--- src/rtl/multicycle_controller_pkg.sv ---
// Shared encodings for the multicycle controller:
// opcodes, function codes, mux selects and the FSM state set.
package multicycle_controller_pkg;

  localparam logic [5:0] OP_RTYPE = 6'b000000;
  localparam logic [5:0] OP_ADDI  = 6'b001000;
  localparam logic [5:0] OP_SLTI  = 6'b001010;
  localparam logic [5:0] OP_LW    = 6'b100011;
  localparam logic [5:0] OP_SW    = 6'b101011;
  localparam logic [5:0] OP_BEQ   = 6'b000100;
  localparam logic [5:0] OP_J     = 6'b000010;
  localparam logic [5:0] OP_JAL   = 6'b000011;

  localparam logic [5:0] FN_ADD = 6'b100000;
  localparam logic [5:0] FN_SUB = 6'b100010;
  localparam logic [5:0] FN_AND = 6'b100100;
  localparam logic [5:0] FN_OR  = 6'b100101;
  localparam logic [5:0] FN_SLT = 6'b101010;
  localparam logic [5:0] FN_JR  = 6'b001000;

  localparam logic [2:0] ALU_AND = 3'b000;
  localparam logic [2:0] ALU_OR  = 3'b001;
  localparam logic [2:0] ALU_ADD = 3'b010;
  localparam logic [2:0] ALU_SUB = 3'b110;
  localparam logic [2:0] ALU_SLT = 3'b111;

  localparam logic [1:0] PC_SEQ = 2'b00;
  localparam logic [1:0] PC_BR  = 2'b01;
  localparam logic [1:0] PC_JMP = 2'b10;
  localparam logic [1:0] PC_RS  = 2'b11;

  localparam logic [1:0] RD_RT = 2'b00;
  localparam logic [1:0] RD_RD = 2'b01;
  localparam logic [1:0] RD_RA = 2'b10;

  typedef enum logic [3:0] {
    S_FETCH,
    S_DECODE,
    S_EXEC_R,
    S_EXEC_I,
    S_MEM_ADDR,
    S_MEM_RD,
    S_MEM_WB,
    S_MEM_WR,
    S_BRANCH,
    S_JUMP,
    S_JAL,
    S_JR,
    S_WB_R,
    S_WB_I
  } state_t;

  typedef enum logic [2:0] {
    AC_NONE,
    AC_RTYPE,
    AC_ITYPE,
    AC_MEM,
    AC_BRANCH
  } alu_class_t;

  // Groups states by which ALU operation they drive.
  function automatic alu_class_t alu_class(
    input state_t s
  );
    case (s)
      S_EXEC_R, S_WB_R:     return AC_RTYPE;
      S_EXEC_I, S_WB_I:     return AC_ITYPE;
      S_MEM_ADDR, S_MEM_RD,
      S_MEM_WB, S_MEM_WR:   return AC_MEM;
      S_BRANCH:             return AC_BRANCH;
      default:              return AC_NONE;
    endcase
  endfunction

endpackage

--- src/rtl/multicycle_controller_alu_op_decoder.sv ---
// ALU operation decode from state class,
// opcode and R-type function field.
module alu_op_decoder
  import multicycle_controller_pkg::*;
(
  input  alu_class_t  cls,
  input  logic [5:0]  opc,
  input  logic [5:0]  func,
  output logic [2:0]  alu_op
);

  // Pick the ALU code for the current state class.
  always_comb begin
    alu_op = ALU_AND;
    case (cls)
      AC_RTYPE: begin
        unique case (1'b1)
          (func == FN_SUB): alu_op = ALU_SUB;
          (func == FN_AND): alu_op = ALU_AND;
          (func == FN_OR):  alu_op = ALU_OR;
          (func == FN_SLT): alu_op = ALU_SLT;
          default:          alu_op = ALU_ADD;
        endcase
      end
      AC_ITYPE:
        alu_op = (opc == OP_SLTI) ? ALU_SLT
                                  : ALU_ADD;
      AC_MEM:    alu_op = ALU_ADD;
      AC_BRANCH: alu_op = ALU_SUB;
      default:   alu_op = ALU_AND;
    endcase
  end

endmodule

--- src/rtl/multicycle_controller.sv ---
// Moore FSM sequencing a multicycle MIPS-style
// datapath; outputs forced low while rst is high.
module multicycle_controller
  import multicycle_controller_pkg::*;
(
  input  logic       clk,
  input  logic       rst,
  input  logic [5:0] opc,
  input  logic [5:0] func,
  input  logic       zero,
  output logic       IRWrite,
  output logic       PCWrite,
  output logic [1:0] PCSrc,
  output logic [1:0] RegDst,
  output logic       WDInp,
  output logic       RegWrite,
  output logic       ALUSrc,
  output logic       MemRead,
  output logic       MemWrite,
  output logic       MemToReg,
  output logic [2:0] ALUOperation,
  output logic       done
);

  state_t     state;
  state_t     state_nxt;
  logic [2:0] alu_op;

  alu_op_decoder u_alu_dec (
    .cls    (alu_class(state)),
    .opc    (opc),
    .func   (func),
    .alu_op (alu_op)
  );

  // State register with synchronous reset to FETCH.
  always_ff @(posedge clk) begin
    if (rst) state <= S_FETCH;
    else     state <= state_nxt;
  end

  // Next-state sequencing; DECODE routes on opcode.
  always_comb begin
    state_nxt = S_FETCH;
    case (state)
      S_FETCH: state_nxt = S_DECODE;
      S_DECODE: begin
        unique case (1'b1)
          (opc == OP_RTYPE && func == FN_JR):
            state_nxt = S_JR;
          (opc == OP_RTYPE && func != FN_JR):
            state_nxt = S_EXEC_R;
          (opc == OP_ADDI), (opc == OP_SLTI):
            state_nxt = S_EXEC_I;
          (opc == OP_LW), (opc == OP_SW):
            state_nxt = S_MEM_ADDR;
          (opc == OP_BEQ): state_nxt = S_BRANCH;
          (opc == OP_J):   state_nxt = S_JUMP;
          (opc == OP_JAL): state_nxt = S_JAL;
          default:         state_nxt = S_FETCH;
        endcase
      end
      S_EXEC_R:   state_nxt = S_WB_R;
      S_EXEC_I:   state_nxt = S_WB_I;
      S_MEM_ADDR:
        state_nxt = (opc == OP_SW) ? S_MEM_WR
                                   : S_MEM_RD;
      S_MEM_RD:   state_nxt = S_MEM_WB;
      default:    state_nxt = S_FETCH;
    endcase
  end

  // Per-state outputs; everything low during reset.
  always_comb begin
    IRWrite      = 1'b0;
    PCWrite      = 1'b0;
    PCSrc        = PC_SEQ;
    RegDst       = RD_RT;
    WDInp        = 1'b0;
    RegWrite     = 1'b0;
    ALUSrc       = 1'b0;
    MemRead      = 1'b0;
    MemWrite     = 1'b0;
    MemToReg     = 1'b0;
    ALUOperation = ALU_AND;
    done         = 1'b0;
    if (!rst) begin
      ALUOperation = alu_op;
      case (state)
        S_FETCH: IRWrite = 1'b1;
        S_WB_R: begin
          RegDst   = RD_RD;
          RegWrite = 1'b1;
          PCWrite  = 1'b1;
          done     = 1'b1;
        end
        S_EXEC_I, S_MEM_ADDR:
          ALUSrc = 1'b1;
        S_WB_I: begin
          ALUSrc   = 1'b1;
          RegWrite = 1'b1;
          PCWrite  = 1'b1;
          done     = 1'b1;
        end
        S_MEM_RD: begin
          ALUSrc  = 1'b1;
          MemRead = 1'b1;
        end
        S_MEM_WB: begin
          ALUSrc   = 1'b1;
          MemRead  = 1'b1;
          MemToReg = 1'b1;
          RegWrite = 1'b1;
          PCWrite  = 1'b1;
          done     = 1'b1;
        end
        S_MEM_WR: begin
          ALUSrc   = 1'b1;
          MemWrite = 1'b1;
          PCWrite  = 1'b1;
          done     = 1'b1;
        end
        S_BRANCH: begin
          PCSrc   = zero ? PC_BR : PC_SEQ;
          PCWrite = 1'b1;
          done    = 1'b1;
        end
        S_JUMP: begin
          PCSrc   = PC_JMP;
          PCWrite = 1'b1;
          done    = 1'b1;
        end
        S_JAL: begin
          PCSrc    = PC_JMP;
          RegDst   = RD_RA;
          WDInp    = 1'b1;
          RegWrite = 1'b1;
          PCWrite  = 1'b1;
          done     = 1'b1;
        end
        S_JR: begin
          PCSrc   = PC_RS;
          PCWrite = 1'b1;
          done    = 1'b1;
        end
        default: ;
      endcase
    end
  end

endmodule

--- config.mk ---
export PLATFORM = sky130hd
export DESIGN_NAME = multicycle_controller
export DESIGN_NICKNAME = d
export VERILOG_FILES = /design/src/rtl/multicycle_controller_pkg.sv /design/src/rtl/multicycle_controller_alu_op_decoder.sv /design/src/rtl/multicycle_controller.sv
export SDC_FILE = /design/constraint.sdc
export NUM_CORES = 1
export LEC_CHECK = 0
export BUFFER_PORTS_ARGS = -buffer_cell sky130_fd_sc_hd__buf_2
export CAP_MARGIN = 20
export CORE_UTILIZATION = 40
export CTS_BUF_LIST = sky130_fd_sc_hd__clkbuf_8
export DETAILED_ROUTE_END_ITERATION = 10
export GPL_TIMING_DRIVEN = 0
export PLACE_DENSITY_LB_ADDON = 0.3
export RECOVER_POWER = 25
export REMOVE_ABC_BUFFERS = 1
export SLEW_MARGIN = 20
export SYNTH_ARGS = -nofsm -noshare
export SYNTH_HDL_FRONTEND = slang
export SYNTH_HIERARCHICAL = 1
export SYNTH_SLANG_ARGS = --single-unit
--- constraint.sdc ---
create_clock -name clk -period 1.8 [get_ports clk]
set_input_delay 0 -clock clk [delete_from_list [all_inputs] [get_ports clk]]
set_output_delay 0 -clock clk [all_outputs]
set_load 0.03 [all_outputs]
* Yosys cells after proc, flatten, opt, wreduce, memory -nomap -nowiden
Memories as Yosys holds them, arrays and structs flattened. A register that Yosys moved wholly into a read port is not among the register bits. Index checks and enable logic that the tools add are counted.
Word-level totals: bits of input ports 15, ROM bits 48, output and inout port bits 16, bits in registers 4, word-level logic and storage cells 72, memories kept 1
Operators by class: reduce and logical (&&, ||, !) cells 11, equality and inequality tests 30, mux-type cells 29
Memory list:
- (no name shown) | depth 16, bits a word 3, read ports 1, clocked after memory_dff 1, write ports 0, RTL line multicycle_controller_pkg.sv:65 | case (s)
Operators with widths (number):
- $eq A6 B6 Y1 const B | 6
- $pmux W4 S7 | 1
- $eq A4 B4 Y1 const B | 6
- $pmux W3 S4 | 2
- $pmux W4 S6 | 1
- $eq A6 B4 Y1 const B | 3
- $mux W1 | 17
- $eq A4 B3 Y1 const B | 4
- $eq A6 B2 Y1 const B | 2
- $eq A4 B2 Y1 const B | 2
- $reduce_or A2 Y1 | 4
- $reduce_or A8 Y1 | 1
- $eq A3 B2 Y1 const B | 2
- $eq A6 B3 Y1 const B | 1
- $logic_not A6 Y1 | 1
- $mux W2 | 3
- $mux W3 | 2
- $ne A6 B4 Y1 const B | 1
- $pmux W2 S3 | 1
- $reduce_or A6 Y1 | 1
- $eq A4 B1 Y1 const B | 1
- $logic_not A4 Y1 | 1
- $mux W4 | 1
- $pmux W2 S2 | 1
- other kinds (4) | 5

* Depth between registers and ports, before layout
Gate-level depths: netlist (run 1).
depth after elaboration 5, depth in mapped cells 6, depth with buffers taken out 5

* By module
The synthesis (run 1) kept the hierarchy.
By module, submodules not included:
- multicycle_controller | cells each 88, instances 1, area each 636.9 µm², sequential area each 140.1 µm²
- alu_op_decoder | cells each 18, instances 1, area each 125.1 µm², sequential area each 0.0 µm²

* Worst setup path before layout (run 1)
OpenSTA, ideal clock, no wires.
path kind reg-to-reg, start point register state[1], end point register (tool-made name), setup slack -66 ps, clock period less this slack 1866 ps, arrival 1751 ps, required time 1684 ps, cell stages (with the launch flop) 6, setup time 116 ps, path buffers 0, path through dfxtp_1 -> or4b_1 -> or4_4 -> o211ai_1 -> a21oi_1 -> and3_1
RTL lines:
- start, declared | RTL line multicycle_controller.sv:25 | state_t state;
- start signal, assigned | RTL line multicycle_controller.sv:39 | else state <= state_nxt;

==> results of run 1 <==
[metrics by stage]
step | cells | setup TNS (ns)
floorplan | 99 | -0.610
global placement | 154 | -1.36
finish | 161 | -0.368
detailed placement | 154 | -1.36
global route | 161 | -0.620
CTS | 161 | -0.717
[cell usage after synthesis, types with 3 or more instances]
| cell type | n |
|---|---|
| nor3_1 | 5 |
| dfxtp_1 | 7 |
| inv_1 | 3 |
| nand2b_1 | 4 |
| clkbuf_1 | 3 |
| nor4bb_1 | 3 |
| nand4_1 | 3 |
| o31ai_1 | 3 |
| nor2b_1 | 4 |
| a21oi_1 | 8 |
| nand2_1 | 6 |
| a31oi_1 | 3 |
| nor2_1 | 16 |
[layer usage]
layer,GRT usage,vias up
met5,0,-
met4,0.0727,0
li1,-,458
met2,0.329,33
met1,0.273,425
met3,0.0437,0
[report_power, final]
part	total, mW	internal [mW]	leakage, nW	switching, mW
clock network	0.206	0.147	0.0269	0.0592
logic	0.134	0.0581	0.322	0.0763
registers	0.169	0.161	0.0582	0.00838
total	0.509	0.366	0.407	0.144
[timing repair]
item                                    4_1_cts  5_1_grt
pin swaps                                     8        2
cloned                                        0        0
buffers inserted                              3        0
endpoints found under the setup margin        5        5
resized for setup                             9        0
[worst max-delay path, stage by stage (launching register included)]
cell	delay [ns]
dfxtp_4	0.34
or4b_4	0.48
or4_4	0.47
o211ai_1	0.31
a21oi_1	0.08
and3_4	0.16
[cells by family after synthesis]
logic type	Yosys count	share of synthesized area
simple gates	58	0.461
buf+inv	10	0.0591
xor+xnor	3	0.0345
flops	7	0.184
compound gates	25	0.220
mux	3	0.0411
[final timing paths]
check                 from        to  slack [ns]  depth (start not counted)
setup / recovery  state[1]  register       -0.14                          5
hold / removal      opc[0]  state[0]        0.20                          3
setup reg to reg  state[1]  register       -0.14                          5
hold reg to reg   state[1]  state[0]        0.81                          4
[cell type report]
type | count | area (sq um)
Fill cell | 171 | 763
Sequential cell | 7 | 148
Clock buffer | 3 | 41.3
Tap cell | 25 | 31.3
Inverter | 3 | 11.3
Multi-Input combinational cell | 89 | 593
Clock inverter | 1 | 3.75
Timing Repair Buffer | 33 | 173
==> qor.txt, run 1 <==
Die width -> 45.6 um
Yosys reg bits -> 7
HPWL Detailed -> 1.46 mm
GPL Wtd Cong -> 0.910
Cells after synthesis -> 106
Global-route wire length before repair -> 3.17 mm
Pre-CTS setup slack -> -0.362 ns
Worst-Skew Late Latency -> 0.22 ns
Initial Util -> 0.432
Drt drc -> 0
Initial antenna violation count -> 0
TritonCTS clock tree -> built
Post-layout net count -> 152
Static leakage -> 0.407 nW
Pwr Total -> 509 uW
DR vias/cell -> 5.69
RSZ-0062 raised after global routing -> yes
P&R area growth vs syn -> 31.4%
CTS clock-pin slew for the worst setup and hold paths -> 0.04 ns
Top sig layer -> met3
Hold WC Path Type -> input pin to register
Met3 wire len -> 77 um
CP max FO -> 5
Die Y -> 45.6 um
Synth top area cells -> dfxtp_1, nor2_1, a21oi_1, nor4bb_1, nand2b_1
# IOs -> 31
Commonest cells after routing, fill and taps aside -> buf_2, nor2_1, a21oi_1
Clock buffer count from CTS -> 3
Drt pass-1 iters -> 5
Root Buffer -> clkbuf_8
PD cells -> 509 nW/um^2
Final worst-path setup slack -> -0.140 ns
Share of post-route cells with drive strength above 1 -> 0.331
Highest clock rate -> 515 MHz
Cell variety after synth -> 43
Syn Area/Cell -> 7.19 sq um
Primary FF master, synth -> dfxtp_1
Max-cap violations -> 0
H-tree depth -> 1
Met1 Wirelength -> 968 um
Hold Buf Count CTS -> 0
CTS Buffer Depth -> 2
Die footprint -> 2080 sq um
CTS sink cnt -> 7
Vias post-DR -> 916
Max Slew Vio Count -> 0
Initial drt markers -> 29
WS Path Type -> register to register
Routed WL -> 2.04 mm
Tcrit/Tclk final -> 1.08
GRT Overall Usage -> 0.207
Design area -> 1000 sq um
Antenna fix cells -> 0
Worst relative slew slack -> 0.656
WL met2 -> 990 um
Vias in the first global route -> 743
Asr flop ratio synth -> 0
Tmin final -> 1.94 ns
Placement Cell Area -> 910 sq um
CP arrival -> 2.05 ns
Final Skew -> 0.00170 ns
Hold Fails Final Rpt -> 0
Worst-Margin Slew -> 0.502 ns
Crit. End Element -> register
Synth area leader -> dfxtp_1
Area share of the largest cell type after synthesis -> 0.184
# port buffers -> 30
Mapped cell area -> 762 sq um
Synth warn -> 6
Register area share after synthesis -> 0.184
Largest net degree at the start of global routing -> 17
WP data required -> 1.91 ns
Final core utilization -> 0.567
Commonest non-fill, non-tap cell in the layout -> buf_2
Final setup vio count -> 5
Setup crit start kind -> register
Core footprint -> 1760 sq um
EDFF count, synth -> 0
Cell Rows -> 15
Post-DRT Antenna Nets -> 0
Failing checks -> negative setup slack
Outcome -> finished, violations left
Worst hold slack -> 0.199 ns
Max VDD drop -> 469 uV
Total grt overflow -> 0
Wire per inst -> 12.6 um
Power figures use the tool's default switching activity.
==> run 2, diff against run 1 <==
--- a/config.mk
+++ b/config.mk
@@ -5,8 +5,10 @@
 export SDC_FILE = /design/constraint.sdc
 export NUM_CORES = 1
 export LEC_CHECK = 0
+export ABC_AREA = 1
 export BUFFER_PORTS_ARGS = -buffer_cell sky130_fd_sc_hd__buf_2
 export CAP_MARGIN = 20
+export CORE_MARGIN = 5
 export CORE_UTILIZATION = 40
 export CTS_BUF_LIST = sky130_fd_sc_hd__clkbuf_8
 export DETAILED_ROUTE_END_ITERATION = 10
==> qor.txt, run 2 <==
Highest clock rate -> 694 MHz (was 515 MHz)
EDFF count, synth -> 0 (unchanged)
Initial Util -> 0.426 (was 0.432)
Yosys reg bits -> 7 (unchanged)
Initial drt markers -> 30 (was 29)
GRT Overall Usage -> 0.133 (was 0.207)
RSZ-0062 raised after global routing -> no (was yes)
Worst hold slack -> 0.113 ns (was 0.199 ns)
Setup TNS -> 0 ns (was -0.368 ns)
WP data required -> 1.92 ns (was 1.91 ns)
CTS resizes -> 0 (was 9)
# IOs -> 31 (unchanged)
Top post-synthesis cells by count -> nand2_1, inv_1, nor2_1 (was nor2_1, a21oi_1, dfxtp_1)
Most numerous cell in the Yosys netlist -> nand2_1 (was nor2_1)
Register area share after synthesis -> 0.164 (was 0.184)
Final Skew -> 0.00128 ns (was 0.00170 ns)
Max VDD drop -> 481 uV (was 469 uV)
Tcrit/Tclk final -> 0.801 (was 1.08)
Drt drc -> 0 (unchanged)
Post-layout net count -> 206 (was 152)
Share of post-route cells with drive strength above 1 -> 0.274 (was 0.331)
Worst r2r path cells -> 7 (was 5)
Die footprint -> 3160 sq um (was 2080 sq um)
CTS clock-pin slew for the worst setup and hold paths -> 0.04 ns (about the same)
Antenna fix cells -> 0 (unchanged)
Drt pass-1 iters -> 4 (was 5)
Core footprint -> 2000 sq um (was 1760 sq um)
Synth warn -> 6 (unchanged)
Largest net degree at the start of global routing -> 9 (was 17)
Max Slew Vio Count -> 0 (unchanged)
Area share of the largest cell type after synthesis -> 0.176 (was 0.184)
Pwr Total -> 504 uW (was 509 uW)
Placement Cell Area -> 1010 sq um (was 910 sq um)
Cell variety after synth -> 26 (was 43)
Register share of total power -> 0.337 (was 0.332)
H-tree depth -> 1 (unchanged)
# port buffers -> 30 (unchanged)
Worst-Skew Late Latency -> 0.22 ns (about the same)
Hold Fails Final Rpt -> 0 (unchanged)
DR vias/cell -> 4.63 (was 5.69)
CTS sink cnt -> 7 (unchanged)
Worst min-delay path startpoint -> rst (was opc[0])
Reg2reg start -> state[0] (was state[1])
Worst-Margin Slew -> 0.367 ns (was 0.502 ns)
Routed WL -> 2.08 mm (was 2.04 mm)
Clock share of power -> 0.410 (was 0.404)
Cells after synthesis -> 160 (was 106)
GPL Wtd Cong -> 0.868 (was 0.910)
WS Path Type -> register to register (unchanged)
Clock buffer count from CTS -> 3 (unchanged)
Commonest non-fill, non-tap cell in the layout -> nand2_1 (was buf_2)
Comb power frac -> 0.253 (was 0.264)
Design area -> 1050 sq um (was 1000 sq um)
CP max FO -> 8 (was 5)
TritonCTS clock tree -> built (unchanged)
P&R area growth vs syn -> 22.6% (was 31.4%)
Commonest cells after routing, fill and taps aside -> nand2_1, inv_1, buf_2 (was buf_2, nor2_1, a21oi_1)
Die width -> 56.2 um (was 45.6 um)
Synth top area cells -> nand2_1, dfxtp_1, inv_1, nor2_1, nand3_1 (was dfxtp_1, nor2_1, a21oi_1, nor4bb_1, nand2b_1)
Max stage delay on crit path -> 0.46 ns (was 0.48 ns)
HPWL Detailed -> 1.71 mm (was 1.46 mm)
Post-DRT Antenna Nets -> 0 (unchanged)
Worst relative slew slack -> 0.756 (was 0.656)
Vias in the first global route -> 895 (was 743)
Die Y -> 56.2 um (was 45.6 um)
Vias post-DR -> 1004 (was 916)
Crit. End Element -> register (unchanged)
Static leakage -> 0.624 nW (was 0.407 nW)
Wire per inst -> 9.59 um (was 12.6 um)
Outcome -> finished, final reports clean (was finished, violations left)
PD cells -> 482 nW/um^2 (was 509 nW/um^2)
Root Buffer -> clkbuf_8 (unchanged)
Final core utilization -> 0.523 (was 0.567)
Worst setup path start -> state[0] (was state[1])
Initial antenna violation count -> 0 (unchanged)
Post-CTS setup buffer count -> 0 (was 3)
Hold Buf Count CTS -> 0 (unchanged)
Tmin final -> 1.44 ns (was 1.94 ns)
Cell Rows -> 16 (was 15)
Mapped cell area -> 853 sq um (was 762 sq um)
Primary FF master, synth -> dfxtp_1 (unchanged)
Internal Pwr Total -> 351 uW (was 366 uW)
Max-cap violations -> 0 (unchanged)
CTS Buffer Depth -> 2 (unchanged)
Setup crit start kind -> register (unchanged)
CP most frequent cell -> nand2_1
Syn Area/Cell -> 5.33 sq um (was 7.19 sq um)
Cell chain of the critical path -> nand2_1 -> nor3_4 -> nand2_1 -> a21oi_1 -> nand2_1 -> nand2_1 -> inv_1 (was or4b_4 -> or4_4 -> o211ai_1 -> a21oi_1 -> and3_4)
Slowest-stage cell, CP -> dfxtp_1 (was or4b_4)
Synth area leader -> nand2_1 (was dfxtp_1)
Switching Share -> 0.303 (was 0.282)
Switch Pwr -> 153 uW (was 144 uW)
Min-Delay Path Depth -> 2 (was 3)
Global-route wire length before repair -> 3.48 mm (was 3.17 mm)
CP arrival -> 1.56 ns (was 2.05 ns)
Total grt overflow -> 0 (unchanged)
Final setup vio count -> 0 (was 5)
Asr flop ratio synth -> 0 (unchanged)
Hold WC Path Type -> input pin to register (unchanged)
-- run 2: cell count changes in the layout (fill, tap and decap cells not counted), moves of 4 or more --
cell      before  now
nand2_2        0    7
nand2_1        6   41
nor2b_1        4    0
nor2_2         1    5
a21oi_1        8    2
nand2b_1       4    0
nand3_1        1   16
inv_1          4   28
nor2_1        15   25
inv_2          0    5
-- run 2: area by class of cell --
cell class	count	area [sq um]
Clock buffer	3	41.3
Clock inverter	1	3.75
Fill cell	219	956
Inverter	33	124
Multi-Input combinational cell	116	556
Sequential cell	7	140
Tap cell	27	33.8
Timing Repair Buffer	30	148
-- run 2: power groups by stage --
stage / combinational [mW] / clock, mW / sequential (mW)
2_1_floorplan: 0.0835 / 0 / 0.171
3_5_place_dp: 0.128 / 0 / 0.172
5_1_grt: 0.142 / 0.225 / 0.171
4_1_cts: 0.129 / 0.214 / 0.170
6_report: 0.127 / 0.207 / 0.170
3_3_place_gp: 0.124 / 0 / 0.172
-- run 2: worst paths after layout --
kind                   end  slack (ns)
setup / recovery  register        0.36
hold / removal    state[3]        0.11
setup reg to reg  register        0.36
hold reg to reg   state[3]        0.68
-- run 2: kinds of logic after synthesis --
family	count (synthesis)	synth area share
buf+inv	37	0.177
flops	7	0.164
simple gates	107	0.595
compound gates	9	0.0630
-- run 2: metal layers --
metal	up-vias	global-route usage	part of all wire	wire length, um
li1	546	-	-	-
met1	431	0.155	0.45	937
met2	23	0.227	0.49	1010
met3	4	0.0278	0.046	95
met4	0	0.0678	0.017	36
met5	-	0	0	0
-- run 2: worst max-delay path, delay by kind of cell (launching register included) --
family / cells / cell delay, ns
compound gates: 1 / 0.23
buf+inv: 1 / 0.04
simple gates: 5 / 0.60
flops: 1 / 0.46
-- run 2: stage by stage --
step           setup slack, ns  std cells
2_1_floorplan          -0.0492        156
3_3_place_gp             0.437        213
3_5_place_dp             0.422        213
4_1_cts                  0.415        217
5_1_grt                  0.203        217
6_report                 0.359        217
